## config.mk

```make
export PLATFORM = sky130hd
export DESIGN_NAME = tone_shaper_flat
export DESIGN_NICKNAME = d
export VERILOG_FILES = /design/src/rtl/tone_pkg.sv /design/src/rtl/tone_shaper_if.sv /design/src/rtl/adsr_env.sv /design/src/rtl/tone_shaper.sv /design/src/flat_wrapper.sv
export SDC_FILE = /design/constraint.sdc
export NUM_CORES = 1
export LEC_CHECK = 0
export ABC_AREA = 1
export CAP_MARGIN = 20
export CORE_ASPECT_RATIO = 0.8
export CORE_MARGIN = 5
export CORE_UTILIZATION = 30
export DETAILED_ROUTE_END_ITERATION = 16
export PLACE_DENSITY = 0.51
export SLEW_MARGIN = 20
export SYNTH_ARGS = -nofsm -noshare
export SYNTH_HDL_FRONTEND = slang
export SYNTH_SLANG_ARGS = --single-unit
```

## constraint.sdc

```tcl
create_clock -name clk -period 4.85 [get_ports clk]
set_clock_uncertainty 0.1 [all_clocks]
set_input_delay 0.97 -clock clk [delete_from_list [all_inputs] [get_ports clk]]
set_output_delay 0.97 -clock clk [all_outputs]
set_load 0.005 [all_outputs]
```

## src/rtl/tone_pkg.sv

```systemverilog
// Shared types and constants for the voice tone shaper.
package tone_pkg;

    // ADSR envelope state; the encoding is visible on env_state.
    typedef enum logic [2:0] {
        StIdle    = 3'd0,
        StAttack  = 3'd1,
        StDecay   = 3'd2,
        StSustain = 3'd3,
        StRelease = 3'd4
    } adsr_state_t;

    // wave_sel encodings.
    typedef enum logic [1:0] {
        WaveSaw    = 2'd0,
        WaveSquare = 2'd1,
        WaveTri    = 2'd2,
        WaveNoise  = 2'd3
    } wave_t;

    localparam logic [7:0] LfsrSeed = 8'h01;
    localparam logic [7:0] LfsrMask = 8'hB8;

    // One step of the right-shifting Galois LFSR.
    function automatic logic [7:0] lfsr_next(input logic [7:0] cur);
        logic [7:0] shifted;
        shifted = cur >> 1;
        return cur[0] ? (shifted ^ LfsrMask) : shifted;
    endfunction

endpackage

```

## src/rtl/tone_shaper_if.sv

```systemverilog
// Voice-side bus of the tone shaper: phase/period from the counter, key and
// envelope controls in, shaped sample and envelope status out.
interface tone_shaper_if #(
    parameter int unsigned RATE_W = 16
);
    logic [7:0]        count;
    logic [7:0]        count_to;
    logic [1:0]        wave_sel;
    logic              gate;
    logic [7:0]        attack_step;
    logic [7:0]        decay_step;
    logic [7:0]        release_step;
    logic [7:0]        sustain_lvl;
    logic [RATE_W-1:0] tick_div;
    logic [7:0]        sample;
    logic [7:0]        env;
    logic [2:0]        env_state;
    logic              active;

    // Voice controller / upstream side.
    modport master (
        output count, count_to, wave_sel, gate,
        output attack_step, decay_step, release_step, sustain_lvl, tick_div,
        input  sample, env, env_state, active
    );

    // Tone shaper side.
    modport slave (
        input  count, count_to, wave_sel, gate,
        input  attack_step, decay_step, release_step, sustain_lvl, tick_div,
        output sample, env, env_state, active
    );

endinterface

```

## src/rtl/adsr_env.sv

```systemverilog
// ADSR envelope generator: tick prescaler, key-gate edge detect and the
// envelope state machine with registered level and state.
module adsr_env
    import tone_pkg::*;
#(
    parameter int unsigned RATE_W = 16
) (
    input  logic              clk,
    input  logic              rst,
    input  logic              gate,
    input  logic [7:0]        attack_step,
    input  logic [7:0]        decay_step,
    input  logic [7:0]        release_step,
    input  logic [7:0]        sustain_lvl,
    input  logic [RATE_W-1:0] tick_div,
    output logic [7:0]        env,
    output adsr_state_t       env_state
);

    logic [RATE_W-1:0] pre_q;
    logic              tick;
    logic              gate_q;
    logic              rise;

    logic [8:0]        attack_sum;
    logic              attack_full;
    logic              decay_done;
    logic              release_done;

    // >= rather than == so a tick_div lowered below the running count
    // still terminates on the next clock instead of wrapping the counter.
    assign tick = (pre_q >= tick_div);
    assign rise = gate & ~gate_q;

    // Envelope step arithmetic, evaluated against the current level.
    always_comb begin
        attack_sum   = {1'b0, env} + {1'b0, attack_step};
        attack_full  = (attack_step == 8'd0) || (attack_sum >= 9'd255);
        decay_done   = (decay_step == 8'd0) || (env <= sustain_lvl) ||
                       ((env - sustain_lvl) <= decay_step);
        release_done = (release_step == 8'd0) || (env <= release_step);
    end

    // Tick prescaler: counts 0..tick_div, then restarts.
    always_ff @(posedge clk or negedge rst) begin
        if (!rst) begin
            pre_q <= '0;
        end else if (tick) begin
            pre_q <= '0;
        end else begin
            pre_q <= pre_q + 1'b1;
        end
    end

    // Registered gate for rising-edge detection.
    always_ff @(posedge clk or negedge rst) begin
        if (!rst) begin
            gate_q <= 1'b0;
        end else begin
            gate_q <= gate;
        end
    end

    // Envelope FSM; key events take priority over tick-driven stepping.
    always_ff @(posedge clk or negedge rst) begin
        if (!rst) begin
            env       <= 8'd0;
            env_state <= StIdle;
        end else if (rise) begin
            // Retrigger keeps the current level so there is no click.
            env_state <= StAttack;
        end else if (!gate && (env_state inside {StAttack, StDecay, StSustain})) begin
            env_state <= StRelease;
        end else begin
            unique case (env_state)
                StIdle: begin
                    env <= 8'd0;
                end
                StAttack: begin
                    if (tick) begin
                        if (attack_full) begin
                            env       <= 8'hFF;
                            env_state <= StDecay;
                        end else begin
                            env <= attack_sum[7:0];
                        end
                    end
                end
                StDecay: begin
                    if (tick) begin
                        if (decay_done) begin
                            env       <= sustain_lvl;
                            env_state <= StSustain;
                        end else begin
                            env <= env - decay_step;
                        end
                    end
                end
                StSustain: begin
                    // Follow live sustain changes every clock.
                    env <= sustain_lvl;
                end
                StRelease: begin
                    if (tick) begin
                        if (release_done) begin
                            env       <= 8'd0;
                            env_state <= StIdle;
                        end else begin
                            env <= env - release_step;
                        end
                    end
                end
                default: begin
                    env       <= 8'd0;
                    env_state <= StIdle;
                end
            endcase
        end
    end

endmodule

```

## src/rtl/tone_shaper.sv

```systemverilog
// Tone shaper top: forms the raw waveform from the phase counter, runs the
// noise LFSR, and multiplies by the ADSR envelope into a registered sample.
module tone_shaper
    import tone_pkg::*;
#(
    parameter int unsigned RATE_W = 16
) (
    input logic         clk,
    input logic         rst,
    tone_shaper_if.slave bus
);

    logic [7:0]  top_e;
    logic [7:0]  half;
    logic [7:0]  tri_t;
    logic [8:0]  tri_dbl;
    logic [7:0]  tri_raw;
    logic [7:0]  square_raw;
    logic [7:0]  raw;
    logic        wrap;

    logic [7:0]  prev_count;
    logic [7:0]  lfsr_q;
    logic [7:0]  raw_q;
    logic [7:0]  sample_q;

    logic [7:0]  env;
    adsr_state_t env_state;

    // count_to == 0 means a full 0..255 period.
    assign top_e = (bus.count_to == 8'd0) ? 8'hFF : bus.count_to;
    assign half  = top_e >> 1;
    assign wrap  = (bus.count < prev_count);

    // Square and triangle shapes derived from the phase and period top.
    always_comb begin
        square_raw = (bus.count > half) ? 8'hFF : 8'h00;
        tri_t      = (bus.count <= half) ? bus.count : (top_e - bus.count);
        tri_dbl    = {tri_t, 1'b0};
        tri_raw    = tri_dbl[8] ? 8'hFF : tri_dbl[7:0];
    end

    // Waveform select.
    always_comb begin
        raw = bus.count;
        unique case (wave_t'(bus.wave_sel))
            WaveSaw:    raw = bus.count;
            WaveSquare: raw = square_raw;
            WaveTri:    raw = tri_raw;
            WaveNoise:  raw = lfsr_q;
        endcase
    end

    // Previous phase for wrap detection; LFSR advances once per wrap.
    always_ff @(posedge clk or negedge rst) begin
        if (!rst) begin
            prev_count <= 8'd0;
            lfsr_q     <= LfsrSeed;
        end else begin
            prev_count <= bus.count;
            if (wrap) begin
                lfsr_q <= lfsr_next(lfsr_q);
            end
        end
    end

    // Stage 1: register the raw waveform.
    always_ff @(posedge clk or negedge rst) begin
        if (!rst) begin
            raw_q <= 8'd0;
        end else begin
            raw_q <= raw;
        end
    end

    // Stage 2: scale by the envelope, keep the high byte of the product.
    always_ff @(posedge clk or negedge rst) begin
        if (!rst) begin
            sample_q <= 8'd0;
        end else begin
            sample_q <= 8'((16'(raw_q) * 16'(env)) >> 8);
        end
    end

    adsr_env #(
        .RATE_W (RATE_W)
    ) u_adsr (
        .clk          (clk),
        .rst          (rst),
        .gate         (bus.gate),
        .attack_step  (bus.attack_step),
        .decay_step   (bus.decay_step),
        .release_step (bus.release_step),
        .sustain_lvl  (bus.sustain_lvl),
        .tick_div     (bus.tick_div),
        .env          (env),
        .env_state    (env_state)
    );

    assign bus.sample    = sample_q;
    assign bus.env       = env;
    assign bus.env_state = env_state;
    assign bus.active    = (env_state != StIdle);

endmodule

```

## src/flat_wrapper.sv

```systemverilog
// flat-port wrapper written by rule: the top's interface ports become plain ports
module tone_shaper_flat import tone_pkg::*;
#(
    parameter int unsigned RATE_W = 16
)
  (clk, rst, bus_count, bus_count_to, bus_wave_sel, bus_gate, bus_attack_step, bus_decay_step, bus_release_step, bus_sustain_lvl, bus_tick_div, bus_sample, bus_env, bus_env_state, bus_active);
  tone_shaper_if #(.RATE_W(RATE_W)) bus_i ();
  input logic clk;
  input logic rst;
  input wire logic [$bits(bus_i.count)-1:0] bus_count;
  input wire logic [$bits(bus_i.count_to)-1:0] bus_count_to;
  input wire logic [$bits(bus_i.wave_sel)-1:0] bus_wave_sel;
  input wire logic [$bits(bus_i.gate)-1:0] bus_gate;
  input wire logic [$bits(bus_i.attack_step)-1:0] bus_attack_step;
  input wire logic [$bits(bus_i.decay_step)-1:0] bus_decay_step;
  input wire logic [$bits(bus_i.release_step)-1:0] bus_release_step;
  input wire logic [$bits(bus_i.sustain_lvl)-1:0] bus_sustain_lvl;
  input wire logic [$bits(bus_i.tick_div)-1:0] bus_tick_div;
  output wire logic [$bits(bus_i.sample)-1:0] bus_sample;
  output wire logic [$bits(bus_i.env)-1:0] bus_env;
  output wire logic [$bits(bus_i.env_state)-1:0] bus_env_state;
  output wire logic [$bits(bus_i.active)-1:0] bus_active;
  assign bus_i.count = bus_count;
  assign bus_i.count_to = bus_count_to;
  assign bus_i.wave_sel = bus_wave_sel;
  assign bus_i.gate = bus_gate;
  assign bus_i.attack_step = bus_attack_step;
  assign bus_i.decay_step = bus_decay_step;
  assign bus_i.release_step = bus_release_step;
  assign bus_i.sustain_lvl = bus_sustain_lvl;
  assign bus_i.tick_div = bus_tick_div;
  assign bus_sample = bus_i.sample;
  assign bus_env = bus_i.env;
  assign bus_env_state = bus_i.env_state;
  assign bus_active = bus_i.active;
  tone_shaper #(.RATE_W(RATE_W)) u_core (.clk(clk), .rst(rst), .bus(bus_i));
endmodule
```

### Word-level counts from Yosys, hierarchy flattened

Cells that the tools add are included.

| operators by class | value |
|---|---|
| muxes and demuxes | 23 |
| $mul | 1 |
| reduce and logical (&&, ||, !) cells | 17 |
| add/subtract/negate cells | 6 |
| equality and inequality tests | 17 |
| bitwise logic cells | 5 |
| order comparisons | 8 |

Operators by type and width:

| cell | count |
|---|---|
| 2-to-1 mux 8 bit | 11 |
| one-hot mux 8 bit (4 select lines) | 2 |
| logical NOT 8 bit | 4 |
| subtractor 8 bit | 4 |
| <= comparator 8 bit | 3 |
| 2-to-1 mux 3 bit | 8 |
| adder 16 x 1 -> 16 bit, second input constant | 1 |
| greater-or-equal comparator 16 bit | 1 |
| multiplier 8 x 8 -> 16 bit | 1 |
| 2-to-1 mux 16 bit | 1 |
| inequality test 4 x 3 -> 1 bit, second input constant | 4 |
| one-hot mux 3 bit (4 select lines) | 1 |
| adder 8 x 8 -> 9 bit | 1 |
| greater-or-equal comparator 9 x 8 -> 1 bit, second input constant | 1 |
| greater-than comparator 8 x 7 -> 1 bit | 1 |
| <= comparator 8 x 7 -> 1 bit | 1 |
| less-than comparator 8 bit | 1 |
| inequality test 4 bit, second input constant | 2 |
| AND reduction 7 bit | 1 |
| equality test 3 x 2 -> 1 bit, second input constant | 2 |
| inequality test 2 bit, second input constant | 3 |
| nonzero test 3 bit | 2 |
| AND reduction 5 bit | 1 |
| equality test 2 bit, second input constant | 2 |
| 13 further kinds | 18 |

| storage, ports and cells | value |
|---|---|
| bits of input ports | 69 |
| logic and storage cells | 85 |
| register bits after elaboration | 60 |

### Depth between registers and ports, before layout

Gate-level depths: netlist of the first run.

| depth | value |
|---|---|
| depth after elaboration | 8 |
| depth in mapped cells | 24 |
| gate-level depth less buffers | 24 |

### Cells and area by module

From an unflattened synthesis of the first run, not the netlist that was laid out.

| second synthesis, totals | value |
|---|---|
| cells, all modules | 1,196 |
| area, all modules | 8,101.5 µm² |

Modules (own cells, without submodules):

| module | sequential area each (µm²) | instances | cells each | area an instance (µm²) |
|---|---|---|---|---|
| tone_shaper | 802.0 | 1 | 593 | 4,239.1 |
| adsr_env | 700.7 | 1 | 603 | 3,862.5 |

### Least setup slack after synthesis of the first run

No wires, ideal clock.

| timing | value |
|---|---|
| kind | flip-flop to flip-flop |
| start point | register u_core.u_adsr.env[6] |
| end point | register u_core.sample_q[7], in the netlist u_core.bus.sample[7] |
| path buffers | 1 |
| data arrival time | 3.984 ns |
| data required time | 4.633 ns |
| library setup time | 0.117 ns |
| setup slack | 0.650 ns |
| cell stages (with the launch flop) | 17 |
| cells stage by stage | dfrtp_1 -> clkbuf_1 -> nand2_1 -> inv_1 -> fa_1 -> fa_1 -> fa_1 -> inv_1 -> fa_1 -> inv_1 -> ha_1 -> a21oi_1 -> o21ai_0 -> a221oi_1 -> nand2_1 -> nand2_1 -> nand2_1 |

| between the ends | value |
|---|---|
| cells in the longest elaborated chain, start to end | 1 |

RTL lines:

| item | line | RTL |
|---|---|---|
| start: declaration | adsr_env.sv:16 | `output logic [7:0] env,` |
| start signal: assignment | adsr_env.sv:85 | `env <= attack_sum[7:0];` |
| start signal: assignment | adsr_env.sv:92 | `env <= sustain_lvl;` |
| start signal: assignment | adsr_env.sv:95 | `env <= env - decay_step;` |
| multiplier 8 x 8 -> 16 bit | tone_shaper.sv:81 | `sample_q <= 8'((16'(raw_q) * 16'(env)) >> 8);` |
| end signal: assignment | tone_shaper.sv:81 |  |
| end: declaration | tone_shaper.sv:25 | `logic [7:0] sample_q;` |

Every way passes these cells.
A chain may end at the register's enable or synchronous reset.

### Final worst setup path of the first run

| timing | value |
|---|---|
| start point | register u_core.u_adsr.env[7] |
| end point | register u_core.sample_q[7], in the netlist u_core.bus.sample[7] |

Same word-level chain as after synthesis.

==> impl_metrics.json, run 1 <==
{
  "status": "completed",
  "drv_cap": 0,
  "grt_usage_pct": 14.15,
  "critical_path.top_delay_family": "adder cells",
  "mostFrequentLayoutCells": "270 x nand2_1, 235 x inv_1, 110 x ha_1, 98 x nor2_1, 87 x clkdlybuf4s50_1",
  "gp_congestion": 0.9024,
  "syn_area_per_cell_sq_um": 6.939,
  "fin_total_pwr_uw": 3543,
  "max-vdd-ir-drop_uv": 183.5,
  "pre_cts_ws_ns": 0.3059,
  "maxSlewViolCount": 0,
  "finalNetCount": 1475,
  "tightest_slew_ns": 0.7035,
  "reg2regPathDepth": 15,
  "setup_tns_ns": 0,
  "fillCellCount": 2832,
  "synth-seq-cells": 60,
  "path_clk_slew_ns": 0.06,
  "leakage_uw": 0.005527,
  "grt-ovfl-total": 0,
  "cts_buffers": 9,
  "cpMaxStageDelayCell": "fa_1",
  "area_delta_synth_final_pct": 19.94,
  "cts_sinks": 60,
  "slew_headroom_pct": 53.10,
  "synth_ff_type": "dfrtp_1",
  "antenna_found_initial": 0,
  "cp_slowest_stage_delay_ns": 0.56,
  "synth_edf_count": 0,
  "hold_path.class": "in -> async",
  "die_y_microns": 156.8,
  "rsz0062_at_grt": "false",
  "postSynthNetCount": 1383,
  "final_area_sq_mm": 0.009687,
  "drt-initial-drc-count": 483,
  "cts_tree": "done",
  "synthCells": 1164,
  "yosys_warnings": 0,
  "via_per_inst": 4.492,
  "netlist_area_sq_mm": 0.008076,
  "grt_pass1_vias": 7268,
  "grt_start_max_net_pins": 53,
  "layout-drive-gt1-share_pct": 7.381,
  "worstPathArrival_ns": 4.50,
  "clk_latency_ns": 0.34,
  "whs_ns": 0.3776,
  "cp_max_fo": 9,
  "final_common_cell": "nand2_1",
  "drt_wl_total_microns": 20990,
  "antenna_cells": 0,
  "cts_root_buf": "clkbuf_16",
  "fin_crit_ns": 4.373,
  "ys_types": 48,
  "core_sq_mm": 0.02639,
  "path_buf_inv": 3,
  "wl_per_cell_microns": 12.98,
  "synthArstFlopShare_pct": 100.0,
  "critPathKind": "reg -> reg",
  "crit_path_end_kind": "register",
  "initial_core_util_pct": 30.60,
  "placed_cell_area_sq_mm": 0.009390,
  "die_area_sq_mm": 0.03032,
  "setup_viol": 0,
  "setup_slack_ns": 0.4771,
  "cts_max_level": 3,
  "hold_viol": 0,
  "start_kind": "register",
  "worst-path-stages": 15,
  "drtPass1Iterations": 5,
  "hpwl_microns": 17580,
  "postCtsHoldBufs": 0,
  "grt_first_pass_wirelength_microns": 35730,
  "vias": 7264,
  "p_per_area_mw_per_mm2": 365.8,
  "max_freq_mhz": 228.7,
  "rows": 53,
  "cts_setup_buffers": 0,
  "drtAntennaViolNets": 0,
  "drc": 0,
  "ioPinCount": 89,
  "cts_resized": 0,
  "cp_cell_sequence": "nand2_1 > inv_1 > fa_1 > fa_1 > fa_1 > inv_1 > fa_1 > inv_1 > ha_1 > a21oi_1 > o21ai_0 > a221oi_1 > nand2_1 > nand2_1 > nand2_1",
  "chipWidth_microns": 193.4,
  "required_ns": 4.98,
  "yosysSeqAreaShare_pct": 18.61,
  "min_period_over_period_pct": 90.16,
  "io_buffers": 88,
  "clockBufferDepth": 2
}
## cell usage after synthesis, types with 6 or more instances
master    instances  area (sq um)
a21o_1            6         45.04
a21oi_1          71         355.3
clkbuf_1         12         45.04
dfrtp_1          59          1476
fa_1             40         800.8
ha_1            110          1376
inv_1           235         882.1
inv_2            22         82.58
nand2_1         270          1013
nand2_2          13         81.33
nand3_1          54         270.3
nand3b_1          7         52.55
nand4_1          22         137.6
nor2_1           98         367.9
nor2_2            6         37.54
nor3_1           12         60.06
o21ai_0          22         110.1
o21ai_1          19         95.09
xnor2_1          14         122.6
xor2_1           23         201.4
## where the power goes
part	switching, uW	leakage, uW	internal, uW	total, uW
sequential	165	0.000756	637	802
combinational	1240	0.00464	857	2100
clock	246	0.000134	394	640
## registers in the layout (all words and copies together) (netlist names)
signal / count
u_core.lfsr_q: 8
u_core.prev_count: 8
u_core.u_adsr.pre_q: 16
u_core.bus.sample: 8
u_core.u_adsr.gate_q: 1
u_core.raw_q: 8
u_core.u_adsr.env_state: 3
u_core.u_adsr.env: 8
## per-layer routing
metal | GRT usage, % | up-vias | share of wire, %
met4 | 3.370 | 0 | 1.2
li1 | - | 3821 | -
met5 | 0 | - | 0
met1 | 21.00 | 3282 | 55
met3 | 1.700 | 14 | 3.3
met2 | 22.03 | 147 | 41
## kinds of logic after synthesis
kind of cell,share of synthesized area (%)
buf+inv,13.08
compound gates,9.342
simple gates,28.01
flops,18.61
fa+ha+maj,26.96
xor+xnor,4.012
## worst reg2reg max path: stages, from the launching register on
cell and delay (ns):
dfrtp_1 0.50, nand2_1 0.11, inv_1 0.06, fa_1 0.50, fa_1 0.53, fa_1 0.56
inv_1 0.06, fa_1 0.53, inv_1 0.04, ha_1 0.35, a21oi_1 0.26, o21ai_0 0.13
a221oi_1 0.36, nand2_1 0.09, nand2_1 0.06, nand2_1 0.04
## path summary, 6_finish.rpt
kind / startpoint / slack [ns] / endpoint
worst max-delay path: u_core.u_adsr.env[7] / 0.48 / u_core.bus.sample[7]
min in group clk: u_core.u_adsr.pre_q[0] / 0.39 / u_core.u_adsr.pre_q[0]
worst min register to register: u_core.u_adsr.pre_q[0] / 0.39 / u_core.u_adsr.pre_q[0]
worst max register to register: u_core.u_adsr.env[7] / 0.48 / u_core.bus.sample[7]
worst min-delay path: rst / 0.38 / u_core.bus.sample[0]
max in group asynchronous: rst / 3.31 / u_core.prev_count[7]
## through the flow
stage	util, %	cells
finish	36.70	1617
global route	36.70	1617
CTS	36.68	1616
detailed placement	35.58	1601
global placement	35.58	1601
floorplan	-	1164
## layout make-up
type	count	area (sq um)	area share [%]
repair buffers	99	955.9	9.868
clock buffers	9	225.2	2.325
clock inverters	6	66.31	0.6846
flip-flops and latches	60	1503	15.51
multi-input cells	827	5518	56.96
inverters	259	972.2	10.04
well taps	357	446.7	4.611
Note: power is estimated with default switching activity, not from simulation.
==> inputs of run 2 (changes only) <==
--- a/config.mk
+++ b/config.mk
@@ -7,11 +7,13 @@
 export LEC_CHECK = 0
 export ABC_AREA = 1
 export CAP_MARGIN = 20
+export CELL_PAD_IN_SITES_DETAIL_PLACEMENT = 2
+export CELL_PAD_IN_SITES_GLOBAL_PLACEMENT = 2
 export CORE_ASPECT_RATIO = 0.8
 export CORE_MARGIN = 5
 export CORE_UTILIZATION = 30
 export DETAILED_ROUTE_END_ITERATION = 16
-export PLACE_DENSITY = 0.51
+export PLACE_DENSITY = 0.79
 export SLEW_MARGIN = 20
 export SYNTH_ARGS = -nofsm -noshare
 export SYNTH_HDL_FRONTEND = slang
==> run 2 against run 1 <==
Net effect:
- critical path depth is 1 lower
- sequential power up 1%
- cell area grew 0.14%
- worst setup slack lost 0.081 ns
- die area is the same
- largest power group unchanged
- flip-flop and latch count unchanged
- clock power up 8.3%
- first-iteration DRC count is 49% lower
- sequential share of layout area hardly changed
- clock-buffer cell count is 1 higher
- combinational power up 7%
==> impl_metrics.json, run 2 (synthesized netlist as in run 1, its figures left out) <==
{
  "status": "completed",
  "tightest_slew_ns": 0.9364,
  "rsz0062_at_grt": "false",
  "clockBufferDepth": 2,
  "io_buffers": 88,
  "initial_core_util_pct": 30.60,
  "p_per_area_mw_per_mm2": 386.9,
  "worstPathArrival_ns": 4.57,
  "wl_per_cell_microns": 16.88,
  "cts_max_level": 3,
  "ioPinCount": 89,
  "cp_max_fo": 10,
  "placed_cells": 1600,
  "fillCellCount": 3192,
  "setup_tns_ns": 0,
  "drt_wl_total_microns": 27290,
  "postCtsHoldBufs": 0,
  "start_kind": "register",
  "drv_cap": 0,
  "max-vdd-ir-drop_uv": 142.6,
  "fin_crit_ns": 4.454,
  "critPathKind": "reg -> reg",
  "cts_tree": "done",
  "regMostFlops": "u_core.u_adsr.pre_q",
  "multi_input_area_sq_mm": 0.005518,
  "grt_first_pass_wirelength_microns": 45820,
  "drtAntennaViolNets": 0,
  "antenna_found_initial": 0,
  "final_area_sq_mm": 0.009701,
  "final_common_cell": "nand2_1",
  "leakage_uw": 0.005534,
  "largest_reg_flops": 16,
  "min_period_over_period_pct": 91.84,
  "crit_path_end_kind": "register",
  "hpwl_microns": 22700,
  "setup_viol": 0,
  "via_per_inst": 4.837,
  "required_ns": 4.96,
  "cts_sinks": 60,
  "grt_start_max_net_pins": 34,
  "cts_buffers": 9,
  "cts_resized": 0,
  "die_area_sq_mm": 0.03032,
  "cts_root_buf": "clkbuf_16",
  "drt-initial-drc-count": 248,
  "finalNetCount": 1474,
  "grt-ovfl-total": 0,
  "fin_cells": 1617,
  "layout-drive-gt1-share_pct": 7.381,
  "vias": 7821,
  "chipWidth_microns": 193.4,
  "path_clk_slew_ns": 0.06,
  "drc": 0,
  "drtPass1Iterations": 4,
  "maxSlewViolCount": 0,
  "placed_cell_area_sq_mm": 0.009383,
  "grt_usage_pct": 18.37,
  "die_y_microns": 156.8,
  "regArea_sq_mm": 0.001503,
  "cts_setup_buffers": 0,
  "antenna_cells": 0,
  "core_sq_mm": 0.02639,
  "hold_viol": 0,
  "hold_path.class": "reg -> reg",
  "clk_latency_ns": 0.35,
  "rows": 53,
  "gp_congestion": 0.8387,
  "grt_pass1_vias": 8849,
  "area_delta_synth_final_pct": 20.11,
  "mostFrequentLayoutCells": "270 x nand2_1, 235 x inv_1, 110 x ha_1, 98 x nor2_1, 87 x clkdlybuf4s50_1",
  "max_freq_mhz": 224.5,
  "slew_headroom_pct": 37.57
}
-- run 2: cell types whose count changed in the layout (fill, tap and decap cells not counted) --
cell,before,now
clkbuf_2,1,0
clkbuf_8,0,1
clkinv_2,1,0
clkinv_4,1,2
clkinvlp_4,3,2
inv_6,0,1
-- run 2: worst paths after layout --
kind,to,startpoint,depth (start not counted),slack [ns]
min reg2reg,u_core.u_adsr.pre_q[0],u_core.u_adsr.pre_q[0],1,0.39
max in group asynchronous,u_core.lfsr_q[0],rst,2,3.01
min in group asynchronous,u_core.u_adsr.env[1],rst,1,0.67
min,u_core.u_adsr.pre_q[0],u_core.u_adsr.pre_q[0],1,0.39
max reg2reg,u_core.bus.sample[6],u_core.u_adsr.env[4],14,0.40
max,u_core.bus.sample[6],u_core.u_adsr.env[4],14,0.40
-- run 2: layout make-up --
class,count,area share (%)
clock buffer,10,2.464
multi-input combinational,827,56.88
tap,357,4.605
clock inverter,6,0.7352
inverter,259,10.02
sequential,60,15.49
timing repair buffer,98,9.803
-- run 2: report_power, final --
part / switching, uW / internal, uW
sequential: 177 / 637
clock: 277 / 416
combinational: 1370 / 873
-- run 2: per-layer routing --
layer / vias up / global-route usage [%] / wire (microns)
li1: 3826 / - / -
met1: 3857 / 24.32 / 13220
met2: 109 / 32.57 / 13000
met4: 0 / 3.741 / 423
met5: - / 0 / 0
met3: 29 / 2.260 / 647
-- run 2: worst max-delay path, cell delays in order, from the launching register on --
cell and delay, ns:
dfrtp_1 0.53, nand2_1 0.15, inv_1 0.06, fa_1 0.56
fa_1 0.44, fa_1 0.57, inv_1 0.07, fa_1 0.54
inv_1 0.05, ha_1 0.36, a21oi_1 0.26, o21ai_0 0.22
nand2_1 0.10, o2111ai_1 0.13, xor2_1 0.17
-- run 2: per-stage QoR --
stage	hold slack [ns]	total power, uW	utilization, %	worst slack (ns)
finish	0.3943	3753	36.75	0.3959
floorplan	0.3536	2290	-	0.6495
detailed placement	0.3954	3059	35.55	0.1401
global route	0.4498	4135	36.75	0.1506
global placement	0.3829	2953	35.55	0.3940
CTS	0.4028	3814	36.73	0.3702
==> inputs of run 3 (changes only) <==
--- a/config.mk
+++ b/config.mk
@@ -13,6 +13,7 @@
 export CORE_MARGIN = 5
 export CORE_UTILIZATION = 30
 export DETAILED_ROUTE_END_ITERATION = 16
+export GPL_ROUTABILITY_DRIVEN = 0
 export PLACE_DENSITY = 0.79
 export SLEW_MARGIN = 20
 export SYNTH_ARGS = -nofsm -noshare
==> results of run 3 <==
No change in the layout: final DEF, timing and power equal those of run 2.
